--- config.mk ---
export PLATFORM = sky130hd
export DESIGN_NAME = sync_fifo_sched
export DESIGN_NICKNAME = d
export VERILOG_FILES = /design/src/rtl/sync_fifo_sched.sv
export SDC_FILE = /design/constraint.sdc
export NUM_CORES = 1
export LEC_CHECK = 0
export CAP_MARGIN = 20
export CORE_MARGIN = 3
export CORE_UTILIZATION = 28
export CTS_CLUSTER_DIAMETER = 60
export CTS_CLUSTER_SIZE = 10
export DETAILED_ROUTE_END_ITERATION = 10
export PLACE_DENSITY_LB_ADDON = 0.08
export SLEW_MARGIN = 20
export SYNTH_ARGS = -nofsm -noshare
export SYNTH_HDL_FRONTEND = slang
export SYNTH_SLANG_ARGS = --single-unit
--- constraint.sdc ---
create_clock -name clk -period 2.2 [get_ports clk]
set_input_delay 0.66 -clock clk [delete_from_list [all_inputs] [get_ports clk]]
set_output_delay 0.66 -clock clk [all_outputs]
set_load 0.03 [all_outputs]
--- src/rtl/sync_fifo_sched.sv ---
// Write-side round-robin arbiter and read-side burst scheduler for one shared sync FIFO.
// The FIFO itself is instantiated next to this block; only its control/status pins come here.
module sync_fifo_sched #(
    parameter int unsigned DATA_WIDTH = 8,
    parameter int unsigned DATA_DEPTH = 8,
    parameter int unsigned BURST_LEN  = 4
) (
    input  logic                          clk,
    input  logic                          rst_n,
    input  logic                          req0_valid,
    input  logic [DATA_WIDTH-1:0]         req0_data,
    output logic                          req0_ready,
    input  logic                          req1_valid,
    input  logic [DATA_WIDTH-1:0]         req1_data,
    output logic                          req1_ready,
    output logic                          fifo_wr_en,
    output logic [DATA_WIDTH-1:0]         fifo_wr_data,
    input  logic                          fifo_full,
    input  logic [$clog2(DATA_DEPTH):0]   fifo_cnt,
    output logic                          fifo_rd_en,
    input  logic                          rd_allow,
    output logic                          dout_valid,
    output logic                          burst_busy,
    output logic                          burst_done
);

    localparam int unsigned CntW  = $clog2(DATA_DEPTH) + 1;
    localparam int unsigned BeatW = (BURST_LEN > 1) ? $clog2(BURST_LEN) : 1;

    localparam logic [CntW-1:0]  BurstLenCnt = CntW'(BURST_LEN);
    localparam logic [BeatW-1:0] LastBeat    = BeatW'(BURST_LEN - 1);

    typedef enum logic [1:0] {
        StIdle,
        StBurst,
        StGap
    } rd_state_e;

    // ---------------------------------------------------------------------
    // Write arbitration
    // ---------------------------------------------------------------------
    logic last_grant_q, last_grant_d;
    logic elig0, elig1;
    logic grant0, grant1;

    always_comb begin
        // rst_n gates eligibility so nothing is accepted while the FIFO is held in reset
        elig0 = rst_n & req0_valid & ~fifo_full;
        elig1 = rst_n & req1_valid & ~fifo_full;

        // last_grant_q == 1 means requester 1 won most recently
        grant0 = elig0 & (~elig1 | last_grant_q);
        grant1 = elig1 & (~elig0 | ~last_grant_q);

        last_grant_d = last_grant_q;
        if (grant0) begin
            last_grant_d = 1'b0;
        end else if (grant1) begin
            last_grant_d = 1'b1;
        end
    end

    always_comb begin
        req0_ready   = grant0;
        req1_ready   = grant1;
        fifo_wr_en   = grant0 | grant1;
        fifo_wr_data = '0;
        if (grant0) begin
            fifo_wr_data = req0_data;
        end else if (grant1) begin
            fifo_wr_data = req1_data;
        end
    end

    always_ff @(posedge clk or negedge rst_n) begin
        if (!rst_n) begin
            last_grant_q <= 1'b1;
        end else begin
            last_grant_q <= last_grant_d;
        end
    end

    // ---------------------------------------------------------------------
    // Read burst FSM
    // ---------------------------------------------------------------------
    rd_state_e        state_q, state_d;
    logic [BeatW-1:0] beat_q, beat_d;
    logic             dout_valid_q, dout_valid_d;
    logic             burst_done_q, burst_done_d;
    logic             last_beat;

    assign last_beat = (beat_q == LastBeat);

    always_comb begin
        state_d = state_q;
        beat_d  = beat_q;
        case (state_q)
            StIdle: begin
                beat_d = '0;
                if ((fifo_cnt >= BurstLenCnt) && rd_allow) begin
                    state_d = StBurst;
                end
            end
            StBurst: begin
                if (last_beat) begin
                    state_d = StGap;
                end else begin
                    beat_d = beat_q + 1'b1;
                end
            end
            // One idle-read cycle lets the registered fifo_cnt reflect the burst
            StGap: begin
                state_d = StIdle;
            end
            default: begin
                state_d = StIdle;
                beat_d  = '0;
            end
        endcase
    end

    always_comb begin
        fifo_rd_en   = (state_q == StBurst);
        burst_busy   = (state_q != StIdle);
        dout_valid_d = fifo_rd_en;
        burst_done_d = (state_q == StBurst) && last_beat;
    end

    always_ff @(posedge clk or negedge rst_n) begin
        if (!rst_n) begin
            state_q      <= StIdle;
            beat_q       <= '0;
            dout_valid_q <= 1'b0;
            burst_done_q <= 1'b0;
        end else begin
            state_q      <= state_d;
            beat_q       <= beat_d;
            dout_valid_q <= dout_valid_d;
            burst_done_q <= burst_done_d;
        end
    end

    assign dout_valid = dout_valid_q;
    assign burst_done = burst_done_q;

endmodule

**Word level (Yosys, flattened, before mapping)**

Index checks and enable logic that the tools add are counted.

- Register bits: 7
- Input port bits: 26
- Output and inout bits: 15
- Logic and storage cells: 43

- Add/subtract/negate cells: 1
- $lt $le $gt $ge: 1
- Eq/ne operators: 6
- Mux-type cells: 9
- Bitwise gates (word level): 14
- Reduce and logical (&&, ||, !) cells: 7

Operators by type and width:

| operator | number |
|---|---|
| $mux W8 | 2 |
| $pmux W2 S2 | 2 |
| $and A1 B1 Y1 | 6 |
| $mux W2 | 3 |
| $not A1 Y1 | 5 |
| $eq A2 B2 Y1 const B | 2 |
| $ge A4 B3 Y1 const B | 1 |
| $ne A2 B2 Y1 const B | 2 |
| $reduce_and A2 Y1 | 2 |
| $reduce_bool A2 Y1 | 2 |
| $or A1 B1 Y1 | 3 |
| $add A2 B1 Y2 const B | 1 |
| $eq A2 B1 Y1 const B | 1 |
| $logic_and A1 B1 Y1 | 2 |
| $logic_not A2 Y1 | 1 |
| $mux W1 | 2 |
| $ne A2 B1 Y1 const B | 1 |

**Longest topological paths before layout**

Gate-level depths: netlist of run 1.

- Depth after elaboration: 7
- Mapped depth: 3

**Least setup slack after synthesis of run 1**

No wires, ideal clock.

- Path type: input to output
- Start: input port fifo_full
- End: output port fifo_wr_data[0]
- Arrival: 1.736 ns
- Data required time: 1.540 ns
- Slack: -0.196 ns
- Stages on the path: 3
- Path buffers: 0
- Path through: nand2b_4 -> a211oi_4 -> a22o_1

- Elaborated cells between the ends (all ways): 11

RTL lines:

| item | RTL line | RTL |
|---|---|---|
| start: declaration | 18 | `input logic fifo_full,` |
| $not A1 Y1 * | 48, 49 |  |
| $and A1 B1 Y1 | 49 | `elig1 = rst_n & req1_valid & ~fifo_full;` |
| $not A1 Y1 | 52 | `grant0 = elig0 & (~elig1 \| last_grant_q);` |
| $or A1 B1 Y1 | 52 |  |
| $and A1 B1 Y1 * | 52 |  |
| via req0_ready | 12 | `output logic req0_ready,` |
| $mux W8 * | 68 | `if (grant0) begin` |
| end: declaration | 17 | `output logic [DATA_WIDTH-1:0] fifo_wr_data,` |

Mark *: on every way through the listed nets, which the timed path passes. The rest lies on a longest branch.

**Worst setup path after layout of run 1**

- Start: input port fifo_full
- End: output port fifo_wr_data[3]

- Longest elaborated chain between the ends: 7
- Elaborated cells between the ends (all ways): 11

Ends and longest elaborated chain:

| item | RTL line | RTL |
|---|---|---|
| $not A1 Y1 * | 48, 49 |  |
| $and A1 B1 Y1 | 48 | `elig0 = rst_n & req0_valid & ~fifo_full;` |
| $not A1 Y1 | 53 | `grant1 = elig1 & (~elig0 \| ~last_grant_q);` |
| $or A1 B1 Y1 | 53 |  |
| $and A1 B1 Y1 | 53 |  |
| $mux W8 | 70 | `end else if (grant1) begin` |
| $mux W8 * | 68 |  |

Every way passes the cells marked *; elsewhere a longest branch is shown, timed or not.

==> results of run 1 <==
-- flip-flops by register name (all words and copies together) (netlist names) --
name	cells
burst_done	1
state_q	2
last_grant_q	1
beat_q	2
dout_valid	1
-- how the worst min path moves through the flow --
stage / startpoint / endpoint / cells past startpoint
detailed placement: state_q[1] / state_q[0] / 1
global placement: state_q[1] / state_q[0] / 1
floorplan: rst_n / beat_q[0] / 0
global route: rst_n / beat_q[1] / 2
finish: rst_n / state_q[1] / 2
CTS: rst_n / beat_q[1] / 2
-- cell families after synthesis --
logic type	Yosys count	share of synthesized area
adder cells (fa/ha/maj)	1	0.02967
flip-flops	7	0.4184
buffers and inverters	3	0.02670
AND/OR/NAND/NOR	12	0.1662
AO/OA/AOI/OAI	14	0.2878
multiplexers	2	0.05044
XOR/XNOR	1	0.02078
-- stage by stage --
step / cells / instance area (sq um) / utilization / total power, uW
final: 106 / 977.2 / 0.7238 / 722.7
after global routing: 106 / 977.2 / 0.7238 / 771.5
after floorplan: 40 / 439.2 / - / 437.4
after CTS: 106 / 977.2 / 0.7238 / 727.4
after global placement: 98 / 848.3 / 0.6284 / 587.7
after detailed placement: 98 / 848.3 / 0.6284 / 598.2
-- cells in the final DEF, fill, tap and decap left out, types with 2 or more instances in the layout --
master            n
dlygate4sd2_1     2
and2_1            2
clkdlybuf4s50_1  21
clkbuf_4          3
nand2_1           2
buf_4             7
buf_2             2
nor2_1            3
o22ai_1           2
a22o_4            5
a22o_2            3
inv_1             2
buf_6            13
dfrtp_1           6
-- cell type report --
type / count / area, sq um / area share
multi-input combinational: 31 / 297.8 / 0.3047
timing repair buffer: 46 / 446.7 / 0.4571
clock buffer: 4 / 26.28 / 0.02689
sequential: 7 / 176.4 / 0.1805
inverter: 3 / 11.26 / 0.01152
tap: 15 / 18.77 / 0.01921
-- worst max-delay path, stage by stage --
cell and delay [ps]:
buf_6 90, nand3b_1 250, a21oi_4 290, a22o_4 170, buf_6 120
-- timing repair --
item                       4_1_cts  5_1_grt
setup buffers                    2        0
gates cloned                     2        0
resized for setup               35        0
hold buffers                     0        0
pin swaps                       11        1
setup endpoints to repair       13        9
-- power by group --
| group | internal [uW] | switching (uW) |
|---|---|---|
| logic | 186 | 203 |
| registers | 182 | 37.2 |
| clock network | 69.1 | 45.3 |
-- metal layers --
layer  global-route usage  wire length (um)  share of wire
met5                    0                 0              0
met4              0.07602                33          0.021
met3              0.05976               106          0.068
met2               0.2693               821           0.53
met1               0.2159               601           0.38
==> run_results.csv, run 1 <==
group,metric,value,unit
status,outcome,"complete, but fails checks",
status,violations,"negative setup slack",
yosys,synth_edf_count,0,
yosys,async_reset_ff_frac,1.000,
clock_tree,htree_levels,1,
yosys,synth_seq_cells,7,
clock_tree,clk_pin_slew,50,ps
grt,grt_start_max_net_pins,8,
place,io_buffers,38,
pwr,p_per_area,739.6,nW/um^2
critical_path,worst_r2r_endpoint,"state_q[0]",
timing,relSlewSlack,0.7986,
flow_run,max_cap_violations,0,
yosys,synth_cells,40,
timing,tightest_slew,301.2,ps
timing,setup_ws,-44.52,ps
detailed_routing,wl,1.563,mm
clock_tree,cts_buffers,3,
detailed_routing,postRouteAntennaNets,0,
critical_path,r2r-start,"beat_q[0]",
yosys,synth.top_cells.by_area,"dfrtp_1 36%, a22o_1 17%, dfstp_2 6.2%, a211oi_4 4.7%, nand2b_4 3.3%",
yosys,ys_top_cells_by_count,"8 x a22o_1, 6 x dfrtp_1, 3 x inv_1, 3 x nor2_1",
yosys,syn_area_per_cell,10.54,sq um
grt,grt_first_pass_wirelength,2.435,mm
floorplanning,ioPinCount,41,
yosys,ys_types,21,
yosys,yosysTopAreaCellShare,0.3561,
clock_tree,root_buffer,"clkbuf_4",
cells_and_area,drive_above_1_share,0.4505,
critical_path,r2r_cells,3,
timing,fin_crit_sh,1.020,
critical_path,critPathMaxFanout,5,
timing,tns,-285.1,ps
critical_path,cp.required,1540,ps
clock_tree,clk_path_buf_depth,2,
detailed_routing,firstDrtPassIters,4,
timing,finalSetupViolations,8,
floorplanning,core-area,1350,sq um
pwr,leakagePower,0.0004529,uW
timing,max_freq,0.4455,GHz
yosys,syn_area,421.7,sq um
clock_tree,cts_tree,"built",
cells_and_area,nets,119,
floorplanning,rows,13,
detailed_routing,drc,0,
critical_path,crit_end,"fifo_wr_data[3]",
timing,drv_slew,0,
detailed_routing,avgViaCountPerCell,4.972,
floorplanning,design.die.area,2007,sq um
critical_path,cp-startpoint,"fifo_full",
timing,hold_violations,0,
place,gp_routability_congestion,0.7805,
grt,grt_antenna_before_repair,0,
timing,rsz0062_at_grt,"true",
detailed_routing,drtIter0Drc,2,
grt,grt_overflow,0,
clock_tree,cts_sinks,7,
yosys,mappedNetlistNets,67,
cells_and_area,areaGrowthSynthToFinish,131.8,%
floorplanning,die_h,44.81,um
timing,holdWs,368.8,ps
yosys,ys_dominant_reg_cell,"dfrtp_1",
min_path,hp-class,"primary input to asynchronous set/reset pin",
place,hpwlAfterDp,1.160,mm
cells_and_area,fillers,100,
floorplanning,die_width,44.81,um
yosys,synth_area_leader_cell,"dfrtp_1",
place,dp_slack,-498.1,ps
grt,first_global_vias,507,
timing,finalCriticalPeriod,2245,ps
detailed_routing,vias,527,
clock_tree,insertion_delay,250,ps
yosys,ys_seq_area_frac,0.4184,
cells_and_area,antennaDiodeCount,0,
detailed_routing,routedWlPerCell,14.75,um
grt,grt_usage,0.1729,
yosys,yosys_warnings,0,
critical_path,rrSetupSlack,1100,ps
critical_path,start_kind,"primary input",
critical_path,critPathArrivalTime,1580,ps
floorplanning,initial_core_util,0.3123,
pwr,vdd_drop_max,0.6473,mV
timing,finClkSkew,1.490,ps
yosys,yosysMostFrequentCell,"a22o_1",
critical_path,worst-setup-path-type,"primary input to primary output",
critical_path,end_kind,"primary output",
Note: power is estimated with default switching activity, not from simulation.
==> run 2: changes to the inputs <==
Settings changed: ABC_CLOCK_PERIOD_IN_PS set to 2200.
==> results of run 2 <==
The final DEF is identical to that of run 1; final timing and power are the same.
==> run 3: changes to the inputs <==
Settings changed: CORE_AREA set to 3 3 40 42, CORE_MARGIN 3 to unset, CORE_UTILIZATION 28 to unset, DIE_AREA set to 0 0 43 45, DONT_BUFFER_PORTS set to 1, PLACE_DENSITY set to 0.53, PLACE_DENSITY_LB_ADDON 0.08 to unset, SLEW_MARGIN 20 to 10.
==> run 3 against run 2 <==
The flow now finishes without violations. Die area fell by 3.6%. Maximum frequency rose by 5.2%. Power fell by 15%. Flip-flop and latch count did not move. Core utilization fell by 26 points. Sequential power rose by 13%. Count of clock-buffer cells in the layout did not move. Critical endpoint is now fifo_wr_data[7]. Largest power group unchanged.
==> run_results.csv, run 3 (synthesis gave the netlist of run 1 again) <==
group,metric,value,unit
status,outcome,"completed",
pwr,intPower,347.7,uW
pwr,p_sw,269.4,uW
detailed_routing,routedWlPerCell,20.88,um
timing,tns,0,ps
critical_path,start_kind,"flip-flop",
clock_tree,cts_tree,"built",
detailed_routing,postRouteAntennaNets,0,
place,postPlaceCellArea,480.5,sq um
grt,grt_overflow,0,
place,gp_routability_congestion,0.7575,
pwr,switching_share,0.4366,
clock_tree,htree_levels,1,
floorplanning,die_width,43,um
place,dp_cells,58,
critical_path,end_kind,"primary output",
pwr,clockPowerShare,0.193,
detailed_routing,vias,349,
timing,finalCriticalPeriod,2134,ps
timing,fin_crit_sh,0.9701,
detailed_routing,avgViaCountPerCell,5.369,
critical_path,cp.required,1540,ps
grt,grtUsageMet1,0.1429,
detailed_routing,drc,0,
cells_and_area,reg.largest.list,"beat_q (2), state_q (2)",
floorplanning,ioPinCount,41,
place,hpwlAfterDp,947.3,um
grt,busiest_layer,"met2",
clock_tree,insertion_delay,250,ps
critical_path,rrSetupSlack,1060,ps
grt,met2_usage,0.1826,
cells_and_area,final_cell_mix,"8 x a22o_4, 6 x dfrtp_1, 4 x buf_4",
critical_path,r2r-start,"state_q[1]",
floorplanning,core-area,1285,sq um
critical_path,worst_r2r_endpoint,"state_q[1]",
pwr,p_per_area,1034,nW/um^2
grt,grt_start_max_net_pins,10,
timing,drv_slew,0,
clock_tree,cts_buffers,3,
floorplanning,die_h,45,um
flow_run,max_cap_violations,0,
clock_tree,cts_hold_buf,0,
grt,grt_usage,0.1183,
critical_path,worstPathCellList,"inv_1, a211oi_4, buf_6, a22o_4",
detailed_routing,firstDrtPassIters,4,
grt,grt_antenna_before_repair,0,
cells_and_area,final_common_cell,"a22o_4",
critical_path,critPathSlowestCell,"dfstp_2",
detailed_routing,wl,1.357,mm
cells_and_area,areaGrowthSynthToFinish,41.54,%
critical_path,worst-setup-path-type,"flip-flop to primary output",
clock_tree,clk_path_buf_depth,2,
cells_and_area,fin_cells,65,
timing,finalSetupViolations,0,
cells_and_area,antennaDiodeCount,0,
floorplanning,design.die.area,1935,sq um
cells_and_area,drive_above_1_share,0.4600,
timing,relSlewSlack,0.7606,
pwr,leakagePower,0.0002834,uW
place,io_buffers,0,
critical_path,r2r_cells,3,
floorplanning,initial_core_util,0.3281,
timing,rsz0062_at_grt,"false",
timing,finClkSkew,7.793,ps
critical_path,critPathArrivalTime,1470,ps
timing,tightest_slew,358.2,ps
clock_tree,root_buffer,"clkbuf_4",
floorplanning,rows,13,
clock_tree,cts_sinks,7,
critical_path,cp_top_family,"flip-flops",
min_path,hp-class,"primary input to asynchronous set/reset pin",
timing,hold_violations,0,
cells_and_area,nets,78,
grt,first_global_vias,348,
critical_path,worst-path-buf-inv,2,
detailed_routing,drtIter0Drc,1,
clock_tree,clk_pin_slew,60,ps
grt,grt_first_pass_wirelength,1.621,mm
pwr,vdd_drop_max,0.5501,mV
timing,max_freq,0.4685,GHz
pwr,combPwrFrac,0.406,
cells_and_area,final_cell_area,596.8,sq um
critical_path,critPathMaxFanout,5,
critical_path,slowest_delay,530,ps
pwr,seqPwrFrac,0.401,
grt,met3_usage,0.06375,
run 3: cell count changes in the layout (fill, tap and decap cells not counted):
cell / change
a22o_4: +3
a21oi_2: -1
buf_4: -3
buf_2: -2
clkdlybuf4s15_1: -1
clkdlybuf4s50_1: -21
inv_1: +1
buf_6: -11
inv_2: -1
a22o_2: -3
dlygate4sd2_1: -2
run 3: layer usage:
layer | part of all wire | vias up
li1 | - | 170
met1 | 0.35 | 163
met2 | 0.59 | 16
met3 | 0.065 | 0
met4 | 0 | 0
met5 | 0 | -
run 3: how the worst max path moves through the flow:
stage,start,to,slack [ps],depth (start not counted)
after detailed placement,fifo_full,fifo_wr_data[0],80,3
after global placement,fifo_full,fifo_wr_data[0],110,3
after floorplan,fifo_full,fifo_wr_data[0],-80,3
after global routing,last_grant_q,fifo_wr_data[7],8,4
final,last_grant_q,fifo_wr_data[7],70,4
after CTS,last_grant_q,fifo_wr_data[0],-30,4
run 3: stage by stage:
| step | total power, uW | worst slack, ps | utilization | hold slack (ps) |
|---|---|---|---|---|
| after global routing | 663.1 | 8.283 | 0.4645 | 70.95 |
| after floorplan | 437.4 | -79.52 | - | 364.4 |
| after detailed placement | 481.8 | 80.66 | 0.3739 | 364.7 |
| after global placement | 460.6 | 114.6 | 0.3739 | 364.7 |
| final | 617.1 | 65.71 | 0.4645 | 94.85 |
| after CTS | 607.0 | -32.02 | 0.4002 | 89.03 |
run 3: power groups by stage:
stage	clock [uW]	sequential, uW	combinational, uW
final	119	247	251
after global routing	136	251	276
after CTS	124	250	234
after detailed placement	0	252	230
after global placement	0	248	213
after floorplan	0	242	195
run 3: cell type report:
type	count	area, sq um
multi-input combinational	30	311.5
sequential	7	176.4
clock buffer	4	26.28
tap	15	18.77
inverter	3	11.26
fill	128	688.2
timing repair buffer	6	52.55
run 3: timing repair:
| item | in CTS | in global routing |
|---|---|---|
| resized for setup | 0 | 11 |
| pin swaps | 1 | 2 |
| endpoints found under the setup margin | 8 | 8 |
| cloned | 0 | 1 |
| setup buffers | 1 | 1 |
